===== config.mk =====
export PLATFORM = sky130hd
export DESIGN_NAME = pipe_trace_buffer
export DESIGN_NICKNAME = d
export VERILOG_FILES = /design/src/rtl/trace_pkg.sv /design/src/rtl/trace_ram.sv /design/src/rtl/pipe_trace_buffer.sv
export SDC_FILE = /design/constraint.sdc
export NUM_CORES = 1
export LEC_CHECK = 0
export CAP_MARGIN = 20
export CORE_MARGIN = 2
export CORE_UTILIZATION = 55
export DETAILED_ROUTE_END_ITERATION = 16
export GPL_ROUTABILITY_DRIVEN = 0
export PLACE_DENSITY_LB_ADDON = 0.05
export SETUP_SLACK_MARGIN = 0.02
export SKIP_CTS_REPAIR_TIMING = 1
export SYNTH_ARGS = -nofsm -noshare
export SYNTH_HDL_FRONTEND = slang
export SYNTH_SLANG_ARGS = --single-unit

===== constraint.sdc =====
create_clock -name clk -period 9.8 [get_ports clk]
set_input_delay 1.96 -clock clk [delete_from_list [all_inputs] [get_ports clk]]
set_output_delay 1.96 -clock clk [all_outputs]
set_load 0.01 [all_outputs]

===== src/rtl/trace_pkg.sv =====
// Shared types for the pipeline trace buffer: FSM states, capture modes and
// the record layout presented on rd_data.
package trace_pkg;

    typedef enum logic [1:0] {
        IDLE    = 2'd0,
        CAPTURE = 2'd1,
        POST    = 2'd2,
        DRAIN   = 2'd3
    } trace_state_t;

    localparam logic [1:0] MODE_FILL         = 2'd0;
    localparam logic [1:0] MODE_RING_TRIG    = 2'd1;
    localparam logic [1:0] MODE_FILL_NOSTALL = 2'd2;

    localparam int TRC_DATA_W = 32;
    localparam int TRC_REG_W  = 5;

    typedef struct packed {
        logic                 stall;
        logic [TRC_REG_W-1:0] rd;
        logic [TRC_REG_W-1:0] rt;
        logic [TRC_REG_W-1:0] rs;
        logic [TRC_DATA_W-1:0] pc_val;
    } trace_rec_t;

endpackage


===== src/rtl/trace_ram.sv =====
// Trace record storage: one synchronous write port, one asynchronous
// (show-ahead) read port.
module trace_ram #(
    parameter int DEPTH = 16,
    parameter int WIDTH = 48
) (
    input  logic                     clk,
    input  logic                     we,
    input  logic [$clog2(DEPTH)-1:0] waddr,
    input  logic [WIDTH-1:0]         wdata,
    input  logic [$clog2(DEPTH)-1:0] raddr,
    output logic [WIDTH-1:0]         rdata
);

    logic [WIDTH-1:0] mem_r [DEPTH];

    // Record write; contents are only meaningful below count, so no reset.
    always_ff @(posedge clk) begin
        if (we) begin
            mem_r[waddr] <= wdata;
        end
    end

    assign rdata = mem_r[raddr];

endmodule


===== src/rtl/pipe_trace_buffer.sv =====
// On-chip pipeline trace capture with fill, ring-with-trigger and
// stall-filtered modes, drained oldest-first over a valid/ready port.
module pipe_trace_buffer
    import trace_pkg::*;
#(
    parameter int DATA_W = 32,
    parameter int REG_W  = 5,
    parameter int DEPTH  = 16
) (
    input  logic                        clk,
    input  logic                        rst_n,
    input  logic                        arm,
    input  logic [1:0]                  mode,
    input  logic [DATA_W-1:0]           trig_pc,
    input  logic [$clog2(DEPTH)-1:0]    post_cnt,
    input  logic [DATA_W-1:0]           pc_val,
    input  logic [REG_W-1:0]            rs,
    input  logic [REG_W-1:0]            rt,
    input  logic [REG_W-1:0]            rd,
    input  logic                        stall,
    output logic                        rd_valid,
    input  logic                        rd_ready,
    output logic [DATA_W+3*REG_W:0]     rd_data,
    output logic [$clog2(DEPTH):0]      count,
    output logic                        busy,
    output logic                        done
);

    localparam int PTR_W = $clog2(DEPTH);
    localparam int CNT_W = PTR_W + 1;
    localparam int REC_W = DATA_W + 3*REG_W + 1;
    localparam logic [CNT_W-1:0] FULL_C = CNT_W'(DEPTH);

    trace_state_t      state_r, state_s;
    logic [1:0]        mode_r;
    logic [DATA_W-1:0] trig_pc_r;
    logic [PTR_W-1:0]  post_cnt_r;
    logic [PTR_W-1:0]  remaining_r;
    logic [PTR_W-1:0]  wr_ptr_r;
    logic [PTR_W-1:0]  rd_ptr_r;
    logic [CNT_W-1:0]  count_r;
    logic              done_r;

    logic              wr_en_s;
    logic              pop_s;
    logic [CNT_W-1:0]  wr_cnt_s;
    logic [REC_W-1:0]  wr_rec_s;
    logic [REC_W-1:0]  ram_rdata_s;

    assign wr_rec_s = {stall, rd, rt, rs, pc_val};

    // Next-state, write-enable and pop decode.
    always_comb begin
        state_s  = state_r;
        wr_en_s  = 1'b0;
        pop_s    = 1'b0;
        case (state_r)
            IDLE: begin
                if (arm) state_s = CAPTURE;
                else     state_s = IDLE;
            end
            CAPTURE: begin
                wr_en_s = !((mode_r == MODE_FILL_NOSTALL) && stall);
                if (mode_r == MODE_RING_TRIG) begin
                    if (pc_val == trig_pc_r) begin
                        if (post_cnt_r == PTR_W'(0)) state_s = DRAIN;
                        else                         state_s = POST;
                    end else begin
                        state_s = CAPTURE;
                    end
                end else if (wr_en_s && (count_r == FULL_C - CNT_W'(1))) begin
                    state_s = DRAIN;
                end else begin
                    state_s = CAPTURE;
                end
            end
            POST: begin
                wr_en_s = 1'b1;
                if (remaining_r == PTR_W'(1)) state_s = DRAIN;
                else                          state_s = POST;
            end
            DRAIN: begin
                pop_s = rd_ready && (count_r != CNT_W'(0));
                if (pop_s && (count_r == CNT_W'(1))) state_s = IDLE;
                else                                 state_s = DRAIN;
            end
            default: state_s = IDLE;
        endcase
        // Ring capture saturates at DEPTH by overwriting the oldest record.
        if (wr_en_s) begin
            if (count_r == FULL_C) wr_cnt_s = count_r;
            else                   wr_cnt_s = count_r + CNT_W'(1);
        end else begin
            wr_cnt_s = count_r;
        end
    end

    // Control state, pointers and counters.
    always_ff @(posedge clk or negedge rst_n) begin
        if (!rst_n) begin
            state_r     <= IDLE;
            mode_r      <= 2'd0;
            trig_pc_r   <= '0;
            post_cnt_r  <= '0;
            remaining_r <= '0;
            wr_ptr_r    <= '0;
            rd_ptr_r    <= '0;
            count_r     <= '0;
            done_r      <= 1'b0;
        end else begin
            state_r <= state_s;
            case (state_r)
                IDLE: begin
                    if (arm) begin
                        mode_r     <= mode;
                        trig_pc_r  <= trig_pc;
                        post_cnt_r <= post_cnt;
                        wr_ptr_r   <= '0;
                        rd_ptr_r   <= '0;
                        count_r    <= '0;
                        done_r     <= 1'b0;
                    end
                end
                CAPTURE, POST: begin
                    if (wr_en_s) begin
                        wr_ptr_r <= wr_ptr_r + PTR_W'(1);
                        count_r  <= wr_cnt_s;
                    end
                    if (state_r == CAPTURE) remaining_r <= post_cnt_r;
                    else                    remaining_r <= remaining_r - PTR_W'(1);
                    // A saturated ring has its oldest record at the next write slot.
                    if (state_s == DRAIN) begin
                        if (wr_cnt_s == FULL_C) rd_ptr_r <= wr_ptr_r + PTR_W'(1);
                        else                    rd_ptr_r <= '0;
                    end
                end
                DRAIN: begin
                    if (pop_s) begin
                        rd_ptr_r <= rd_ptr_r + PTR_W'(1);
                        count_r  <= count_r - CNT_W'(1);
                    end
                    if (state_s == IDLE) done_r <= 1'b1;
                end
                default: ;
            endcase
        end
    end

    trace_ram #(
        .DEPTH (DEPTH),
        .WIDTH (REC_W)
    ) u_ram (
        .clk   (clk),
        .we    (wr_en_s),
        .waddr (wr_ptr_r),
        .wdata (wr_rec_s),
        .raddr (rd_ptr_r),
        .rdata (ram_rdata_s)
    );

    assign rd_valid = (state_r == DRAIN) && (count_r != CNT_W'(0));
    assign rd_data  = rd_valid ? ram_rdata_s : '0;
    assign count    = count_r;
    assign busy     = (state_r != IDLE);
    assign done     = done_r;

endmodule


Yosys cells after proc, flatten, opt, wreduce, memory -nomap -nowiden --
Memories as Yosys holds them, arrays and structs flattened. Index checks and enable logic that the tools add are counted.
Cells by class: add/sub/neg operators 5, reductions and logical operators 19, equality and inequality tests 17, mux-type cells 30
Operator list (number):
- two-way mux 48 bit | 1
- == test 32 bit | 1
- two-way mux 5 bit | 5
- two-way mux 4 bit | 6
- one-hot mux 5 bit (3 select lines) | 1
- one-hot mux 4 bit (3 select lines) | 1
- AND reduction 3 bit | 4
- == test 5 bit (second input constant) | 2
- adder 4 x 1 -> 4 bit (second input constant) | 2
- == test 2 bit (second input constant) | 4
- two-way mux 1 bit | 8
- two-way mux 2 bit | 4
- inequality test 2 bit (second input constant) | 4
- one-hot mux 2 bit (4 select lines) | 1
- one-hot mux 4 bit (2 select lines) | 1
- nonzero test 2 bit | 3
- adder 5 x 1 -> 5 bit (second input constant) | 1
- == test 5 x 1 -> 1 bit (second input constant) | 1
- == test 5 x 4 -> 1 bit (second input constant) | 1
- logical AND 1 bit | 5
- nonzero test 5 bit | 1
- subtractor 5 x 1 -> 5 bit (second input constant) | 1
- == test 2 x 1 -> 1 bit (second input constant) | 2
- == test 4 x 1 -> 1 bit (second input constant) | 1
- 8 further kinds | 10
Word-level totals: bits of input ports 90, word-level logic and storage cells 81, bits in writable memories 768, memories kept 1, output and inout bits 56, flip-flop bits (word level) 58
Memories:
- u_ram.mem_r | depth 16, bits a word 48, read ports 1, clocked after Yosys merged registers in 0, wr ports 1, RTL line trace_ram.sv:15 | logic [WIDTH-1:0] mem_r [DEPTH];

Longest topological paths before layout --
Gate-level depths: netlist (run 1).
word-level depth 10, mapped depth 11, depth with buffers taken out 10

Cells and area by module --
A second synthesis (run 1) with hierarchy kept.
Unflattened totals: cell total of the unflattened synthesis 1542, area total of the unflattened synthesis 32354.8 um2
By module, submodules not included:
- trace_ram | instances 1, area each 28730.1 um2, cells an instance 1194, sequential area each 23062.1 um2
- pipe_trace_buffer | instances 1, area each 3624.7 um2, cells an instance 348, sequential area each 1451.4 um2

Worst setup path after synthesis (run 1) --
No wires, ideal clock.
path kind input to register, from input port stall, to memory u_ram.mem_r[4][0] (enable), arrival 4007 ps, slack 5382 ps, cell stages on the path 6, library setup time 411 ps, buffers on the path 1, data required time 9389 ps, path through and4bb_2 -> nor2_1 -> clkbuf_1 -> nand2_1 -> nor2_1 -> and2_1
On the way: cells in the longest elaborated chain, start to end 5
Ends and longest elaborated chain:
- from (decl) | RTL line pipe_trace_buffer.sv:20 | input logic stall,
- logical AND 1 bit | RTL line pipe_trace_buffer.sv:63 | wr_en_s = !((mode_r == MODE_FILL_NOSTALL) && stall);
- zero test 1 bit | RTL line pipe_trace_buffer.sv:63
- one-hot mux 1 bit (2 select lines) | RTL line pipe_trace_buffer.sv:57 | case (state_r)
- two-way mux 1 bit | RTL line trace_ram.sv:19 | if (we) begin
- two-way mux 1 bit (implied by the code) | RTL line trace_ram.sv:20 | mem_r[waddr] <= wdata;
- to (decl) | RTL line trace_ram.sv:15
No other way between the ends.

Worst setup path after layout (run 1) --
from register rd_ptr_r[0], to output port rd_data[3]
On the way: cells in the longest elaborated chain, start to end 2
Ends and longest elaborated chain:
- from (decl) | RTL line pipe_trace_buffer.sv:40 | logic [PTR_W-1:0] rd_ptr_r;
- from (signal assigned) | RTL line pipe_trace_buffer.sv:133 | if (wr_cnt_s == FULL_C) rd_ptr_r <= wr_ptr_r + PTR_W'(1);
- from (signal assigned) | RTL line pipe_trace_buffer.sv:139 | rd_ptr_r <= rd_ptr_r + PTR_W'(1);
- memory (16 x 48 bit)
- two-way mux 48 bit | RTL line pipe_trace_buffer.sv:162 | assign rd_data = rd_valid ? ram_rdata_s : '0;
- to (decl) | RTL line pipe_trace_buffer.sv:23 | output logic [DATA_W+3*REG_W:0] rd_data,
No other way between the ends.

==> results of run 1 <==
-- critical path, delay by kind of cell, from the launching register on --
family	cells	cell delay [ns]
buffers and inverters	2	1.37
flip-flops	1	0.83
multiplexers	2	1.10
AND/OR/NAND/NOR	1	0.19
-- power by group through the flow --
stage          logic, mW  clock network, mW  registers (mW)
4_1_cts             1.24               3.22            4.42
6_report            1.22               3.17            4.42
2_1_floorplan      0.821                  0            4.40
3_5_place_dp        1.23                  0            4.49
3_3_place_gp        1.21                  0            4.47
5_1_grt             1.32               3.37            4.45
-- registers in the layout (all words and copies together) (netlist names) --
signal,flops
u_ram.mem_r,768
trig_pc_r,32
count,5
post_cnt_r,4
rd_ptr_r,4
remaining_r,4
wr_ptr_r,4
mode_r,2
state_r,2
done,1
-- synth_stat cells (all sizes together), types with 2 or more instances --
cell	n	area, sq um
dfrtp	58	1450
xor2	27	236
o211ai	3	22.5
o31ai	4	30.0
nand2	26	97.6
buf	20	83.8
mux4	240	5410
clkbuf	58	218
a21o	2	15.0
mux2i	3	30.0
nand4	3	18.8
or4	4	33.8
a31oi	4	25.0
nand3	10	50.1
o22ai	4	25.0
nor2b	49	307
inv	16	60.1
nand3b	3	22.5
ha	16	200
o21ai	16	80.1
nor3	10	50.1
and2	8	50.1
o32a	2	20.0
and3	6	37.5
nor2	17	63.8
nand2b	6	37.5
nor4	11	68.8
a22oi	3	22.5
o31a	2	26.3
edfxtp	768	23100
a21oi	19	95.1
mux2	39	439
and4	4	35.0
xnor2	9	78.8
-- cells by family (layout without fill, tap and decap cells) --
family / count (synthesis) / after routing / synth area share [%]
xor+xnor: 36 / 36 / 0.967
compound gates: 64 / 64 / 1.24
simple gates: 163 / 163 / 2.85
fa+ha+maj: 16 / 16 / 0.614
flops: 826 / 826 / 75.2
buf+inv: 94 / 332 / 1.11
mux: 282 / 282 / 18.0
-- final timing paths --
kind                       depth (start not counted)                      endpoint  slack, ns                startpoint
max in group asynchronous                          2       rd_ptr_r[3]$_DFFE_PN0P_       7.50                     rst_n
min in group asynchronous                          2      trig_pc_r[8]$_DFFE_PN0P_       1.51                     rst_n
min                                                1      trig_pc_r[7]$_DFFE_PN0P_       0.52  trig_pc_r[7]$_DFFE_PN0P_
min reg2reg                                        1      trig_pc_r[7]$_DFFE_PN0P_       0.52  trig_pc_r[7]$_DFFE_PN0P_
max reg2reg                                        8  u_ram.mem_r[7][23]$_DFFE_PP_       5.72      state_r[1]$_DFF_PN0_
max                                                5                    rd_data[3]       3.67   rd_ptr_r[0]$_DFFE_PN0P_
-- through the flow --
| step | hold slack (ns) | instances | instance area, sq um |
|---|---|---|---|
| final | 0.524 | 2492 | 37700 |
| after global routing | 0.532 | 2492 | 37700 |
| after floorplan | 0.494 | 1481 | 32600 |
| after global placement | 0.507 | 2340 | 34900 |
| after detailed placement | 0.514 | 2340 | 34900 |
| after CTS | 0.527 | 2492 | 37700 |
-- routing by layer --
metal	up-vias	wire, microns
li1	6528	-
met1	8548	31800
met3	78	3920
met5	-	26
met2	482	37000
met4	4	1070
-- layout make-up --
class	instances	share of cell area [%]
Tap cell	773	2.57
Inverter	16	0.159
Timing Repair Buffer	164	4.28
Multi-Input combinational cell	561	20.6
Clock inverter	33	0.963
Clock buffer	119	6.31
Sequential cell	826	65.1
==> results.md, run 1 <==
- Status: complete, no violations
- Largest stage delay, worst path: 0.83 ns
- Vias in the first global route: 16200
- Gr busiest metal: met2
- Library cells used by synthesis: 49
- Routed wire length: 73800 microns
- Lkg Pwr: between 10 and 15 nW
- Slew Viols, Final: 0
- Initial Util: 55.4%
- GRT Overall Usage: 24.9%
- Leading cell type in the layout, fill and taps excluded: edfxtp_1
- Critical Path Fanout Max: 121
- Reg clk slew, reported paths: 0.06 ns
- Final setup violation count: 0
- Final min period: 6.13 ns
- Post-route ant nets: 0
- F_max: ~160 MHz
- Setup TNS Final: 0 ns
- IO Count: ~150
- Clk_skew: 0.0129 ns
- Net switching share of the total power: 24.4%
- Ys flop type: edfxtp_1
- DR WL/cell: 29.6 microns
- H-tree level count: 3
- Core Region: 58800 sq um
- DR pass1 iterations: 5
- Cells after synthesis: 1481
- DRC violations left: 0
- Post-layout power: around 9 mW
- Setup ws final: 3.67 ns
- Slowest stage cell, crit path: dfrtp_4
- Layout filler cell count: 3952
- First-pass GRT wire length: 108000 microns
- Yosys warns: 0
- Synth-to-layout area growth: 15.6%
- Cell row count: 89
- Mapped Area: around 33000 sq um
- Unrepaired setup endpoints after global routing: no
- Reg power frac: about half
- Most frequent cells in the layout: 768 x edfxtp_1, 240 x mux4_2, 144 x clkdlybuf4s50_1
- Util after Layout: 64.1%
- Clk sinks: 826
- Most common cell on crit path: mux4_2
- CP Capture Type: primary output
- Initial drt markers: 1560
- Port Buf Inserts: 145
- Avg Inst Size Synth: 22.0 sq um
- Met2 GRT Util: 40.2%
- CTS tree: yes
- Register area share after synthesis: 75.2%
- Met1 usage: 36.4%
- Reg area: 24500 sq um
- Share of cells above drive strength 1: 25.8%
- Worst-margin pin slew: roughly 1.1 ns
- WS Path Type: register to primary output
- Crit path launch type: register
- Clock power frac: 36.0%
- Pwr Density: 234 nW/um^2
- Pre-CTS setup slack: 4.18 ns
- Post-synth ARST share: 7.02%
- Final Hold Viols: 0
- Skew-Pair Late Insertion Delay: ~0.62 ns
- Headroom to the max-slew limit: 24.3%
- Via count: 15600
- Fin crit share: a little over three fifths
- DP HPWL: between 30000 and 40000 microns
- Worst VDD drop: 0.000202 V
- CTS Buf Count: 84
- Die X: approximately 250 microns
- #FFs+latches synth: a little over 800
- Die footprint: 61200 sq um
- Clock buffer depth: 3
- MaxCap Viol Count: 0
- Number of inserted diodes: 0
- Int Power: around 6.7 mW
- Grt ovf: 0
- EDFF count, synth: about 770
- Sw Pwr: 2.15 mW
- GR Layer Usage met3: 3.78%
- Die Ht: 247 microns
- Initial antenna violation count: 2
- Crit-path cells: buf_12 -> mux4_2 -> mux4_2 -> nor2b_1 -> clkdlybuf4s50_1
- Worst Path Required: 7.84 ns
- Combinational Power Share: between 10 and 15%
- Vias/cell: 6.28
- NumNets Final: 1759
- Multi-input gate area: 7770 sq um
- Largest net degree at the start of global routing: 128
- Worst hold path type: register to register
- Critical Path AT: between 4 and 5 ns
- Mapped Nets: ~1600
- Root Buffer: clkbuf_16
Note: power is estimated with default switching activity, not from simulation.
==> run 2: changes to the inputs <==
==> constraint.sdc (replaced) <==
create_clock -name clk -period 6.27 [get_ports clk]
set_input_delay 1.254 -clock clk [delete_from_list [all_inputs] [get_ports clk]]
set_output_delay 1.254 -clock clk [all_outputs]
set_load 0.01 [all_outputs]
==> run 2 against run 1 <==
  * Sequential power rose by 57%
  * Flip-flop and latch count unchanged
  * Die area stayed put
  * Critical path type unchanged
  * Via count increased by 0.26%
==> results.md, run 2 (synthesis gave the netlist of run 1 again) <==
- Initial drt markers: 1580 (+1.3%)
- Biggest register: u_ram.mem_r
- Final min period: just over 5 ns
- MaxCap Viol Count: 0 (unchanged)
- Core Region: 58800 sq um (unchanged)
- Buf+Inv Stages, Crit Path: 3 (+1)
- Final instance area: 37700 sq um (about the same)
- Highest routed metal layer: met5
- Slew Viols, Final: 0 (unchanged)
- Initial Util: 55.4% (unchanged)
- Largest net degree at the start of global routing: 69 (-46%)
- Max FFs per register: 768 (unchanged)
- Reg power frac: 50.9% (+0.7 points)
- Port Buf Inserts: 145 (unchanged)
- Fin crit share: 82.7%
- Crit path launch type: register
- Worst-margin pin slew: 1.13 ns (-0.00344 ns)
- Clk sinks: 826 (unchanged)
- Combinational Power Share: 14.1% (+0.3 points)
- Reg clk slew, reported paths: 0.06 ns (about the same)
- Vias/cell: 6.27 (-0.11%)
- First-pass GRT wire length: 106000 microns (-1.2%)
- Root Buffer: clkbuf_16
- DP HPWL: 38100 microns (+4.3%)
- Int Power: 10.2 mW (+54%)
- Most frequent cells in the layout: 768 x edfxtp_1, 240 x mux4_2, 144 x clkdlybuf4s50_1
- Clock buffer depth: 3 (unchanged)
- CTS Buf Count: 82 (-2.4%)
- Post-route ant nets: 0 (unchanged)
- Via count: 15700 (+0.26%)
- Die X: 247 microns (unchanged)
- Met3 wire len: 5040 microns (+29%)
- Setup TNS Final: 0 ns (unchanged)
- Sw Pwr: 3.36 mW (+56%)
- GRT Overall Usage: 24.3% (-0.55 points)
- Final setup violation count: 0 (unchanged)
- CP Capture Type: primary output
- F_max: 193 MHz
- Worst VDD drop: 0.000223 V (+11%)
- Routed wire length: 72300 microns (-2.1%)
- R2R Setup Slk: 2.38 ns (-3.34 ns)
- Headroom to the max-slew limit: 24.5% (+0.23 points)
- Vias in the first global route: 16100 (-0.72%)
- DRC violations left: 0 (unchanged)
- Slowest stage cell, crit path: nand2_2
- WS Path Type: register to primary output
- CTS tree: yes
- Largest stage delay, worst path: 0.81 ns (-0.02 ns)
- Initial antenna violation count: 4 (+2)
- Layout filler cell count: 3937 (-0.38%)
- Net switching share of the total power: 24.7% (+0.30 points)
- Number of inserted diodes: 0 (unchanged)
- Clk_skew: 0.0153 ns (+0.00237 ns)
- IO Count: 146 (unchanged)
- Crit-path cells: inv_1 -> ha_1 -> or4b_2 -> nand2_2 -> buf_4 -> nor2b_1 -> clkdlybuf4s50_1
- Grt ovf: 0 (unchanged)
- Critical Path Fanout Max: 24 (-80%)
- Final Hold Viols: 0 (unchanged)
- Leading cell type in the layout, fill and taps excluded: edfxtp_1
- Lkg Pwr: 11.7 nW (-0.15%)
- Status: complete, no violations
- Worst Path Required: 5.02 ns (-2.82 ns)
- Pwr Density: 361 nW/um^2 (+54%)
- Placed Instance Area: 35000 sq um (+0.30%)
- NumNets Final: 1766 (+0.40%)
- Worst hold path type: register to register
- Clock power frac: 35.0% (-1.0 points)
- Met1 Wirelength: 30100 microns (-5.2%)
- Critical Path AT: 3.93 ns (-0.24 ns)
- Skew-Pair Late Insertion Delay: 0.62 ns (about the same)
- H-tree level count: 3 (unchanged)
- Die footprint: 61200 sq um (unchanged)
- Share of cells above drive strength 1: 26.0% (+0.15 points)
- Die Ht: 247 microns (unchanged)
- Unrepaired setup endpoints after global routing: no
- DR pass1 iterations: 7 (+2)
- Top delay family on crit path: simple AND/OR/NAND/NOR gates
- Cell row count: 89 (unchanged)
- DR WL/cell: 28.9 microns (-2.4%)
- Synth-to-layout area growth: 15.6% (about the same)
- Routed wl met2: 35600 microns (-3.7%)
run 2: changes by cell type in the layout (fill, tap and decap cells not counted):
cell / change
bufinv_16: -4
clkbuf_1: +4
clkbuf_16: -2
clkinvlp_4: +3
clkbuf_8: +2
inv_6: +1
clkinv_2: -4
buf_4: +6
buf_12: +3
run 2: worst reg2reg max path, delay by kind of cell (launching register included):
family                     cells  cell delay [ns]
and+or+nand+nor                4             1.88
DFF                            1             0.38
buffers and inverters          1             0.08
AOI/OAI and AO/OA              1             0.28
adders and majority gates      1             0.84
run 2: per-layer routing:
layer / up-vias / track usage [%]
li1: 6549 / -
met1: 8428 / 36.1
met3: 105 / 3.32
met2: 596 / 38.5
met5: - / 0
met4: 2 / 6.90
run 2: worst paths after layout:
| path | from | endpoint | cells past startpoint |
|---|---|---|---|
| setup / recovery | count[0]$_DFFE_PN0P_ | rd_data[39] | 7 |
| hold / removal | trig_pc_r[19]$_DFFE_PN0P_ | trig_pc_r[19]$_DFFE_PN0P_ | 1 |
| setup reg to reg | state_r[0]$_DFF_PN0_ | u_ram.mem_r[6][23]$_DFFE_PP_ | 7 |
| hold reg to reg | trig_pc_r[19]$_DFFE_PN0P_ | trig_pc_r[19]$_DFFE_PN0P_ | 1 |
| max in group asynchronous | rst_n | trig_pc_r[19]$_DFFE_PN0P_ | 2 |
| min in group asynchronous | rst_n | trig_pc_r[0]$_DFFE_PN0P_ | 1 |
run 2: power by group through the flow:
stage	combinational, mW	sequential [mW]	clock, mW
6_report	1.91	6.92	4.76
3_5_place_dp	1.93	7.04	0
5_1_grt	2.07	6.98	5.06
3_3_place_gp	1.91	7.02	0
2_1_floorplan	1.28	6.87	0
4_1_cts	1.94	6.93	4.85
run 2: through the flow:
| step | total power, mW | utilization [%] | setup WS, ns | std cells | hold WS (ns) |
|---|---|---|---|---|---|
| floorplan | 8.16 | - | 2.56 | 1481 | 0.494 |
| global placement | 8.93 | 59.6 | 1.36 | 2349 | 0.508 |
| detailed placement | 8.97 | 59.6 | 1.31 | 2349 | 0.515 |
| CTS | 13.7 | 64.1 | 1.04 | 2501 | 0.528 |
| global route | 14.1 | 64.1 | 0.916 | 2501 | 0.544 |
| finish | 13.6 | 64.1 | 1.08 | 2501 | 0.527 |
run 2: final cells by class:
class | instances | area, sq um | share of cell area [%]
flip-flops and latches | 826 | 24500 | 65.1
inverters | 16 | 60.1 | 0.159
repair buffers | 173 | 1720 | 4.56
multi-input cells | 561 | 7770 | 20.6
clock inverters | 29 | 254 | 0.674
well taps | 773 | 967 | 2.57
clock buffers | 123 | 2370 | 6.29
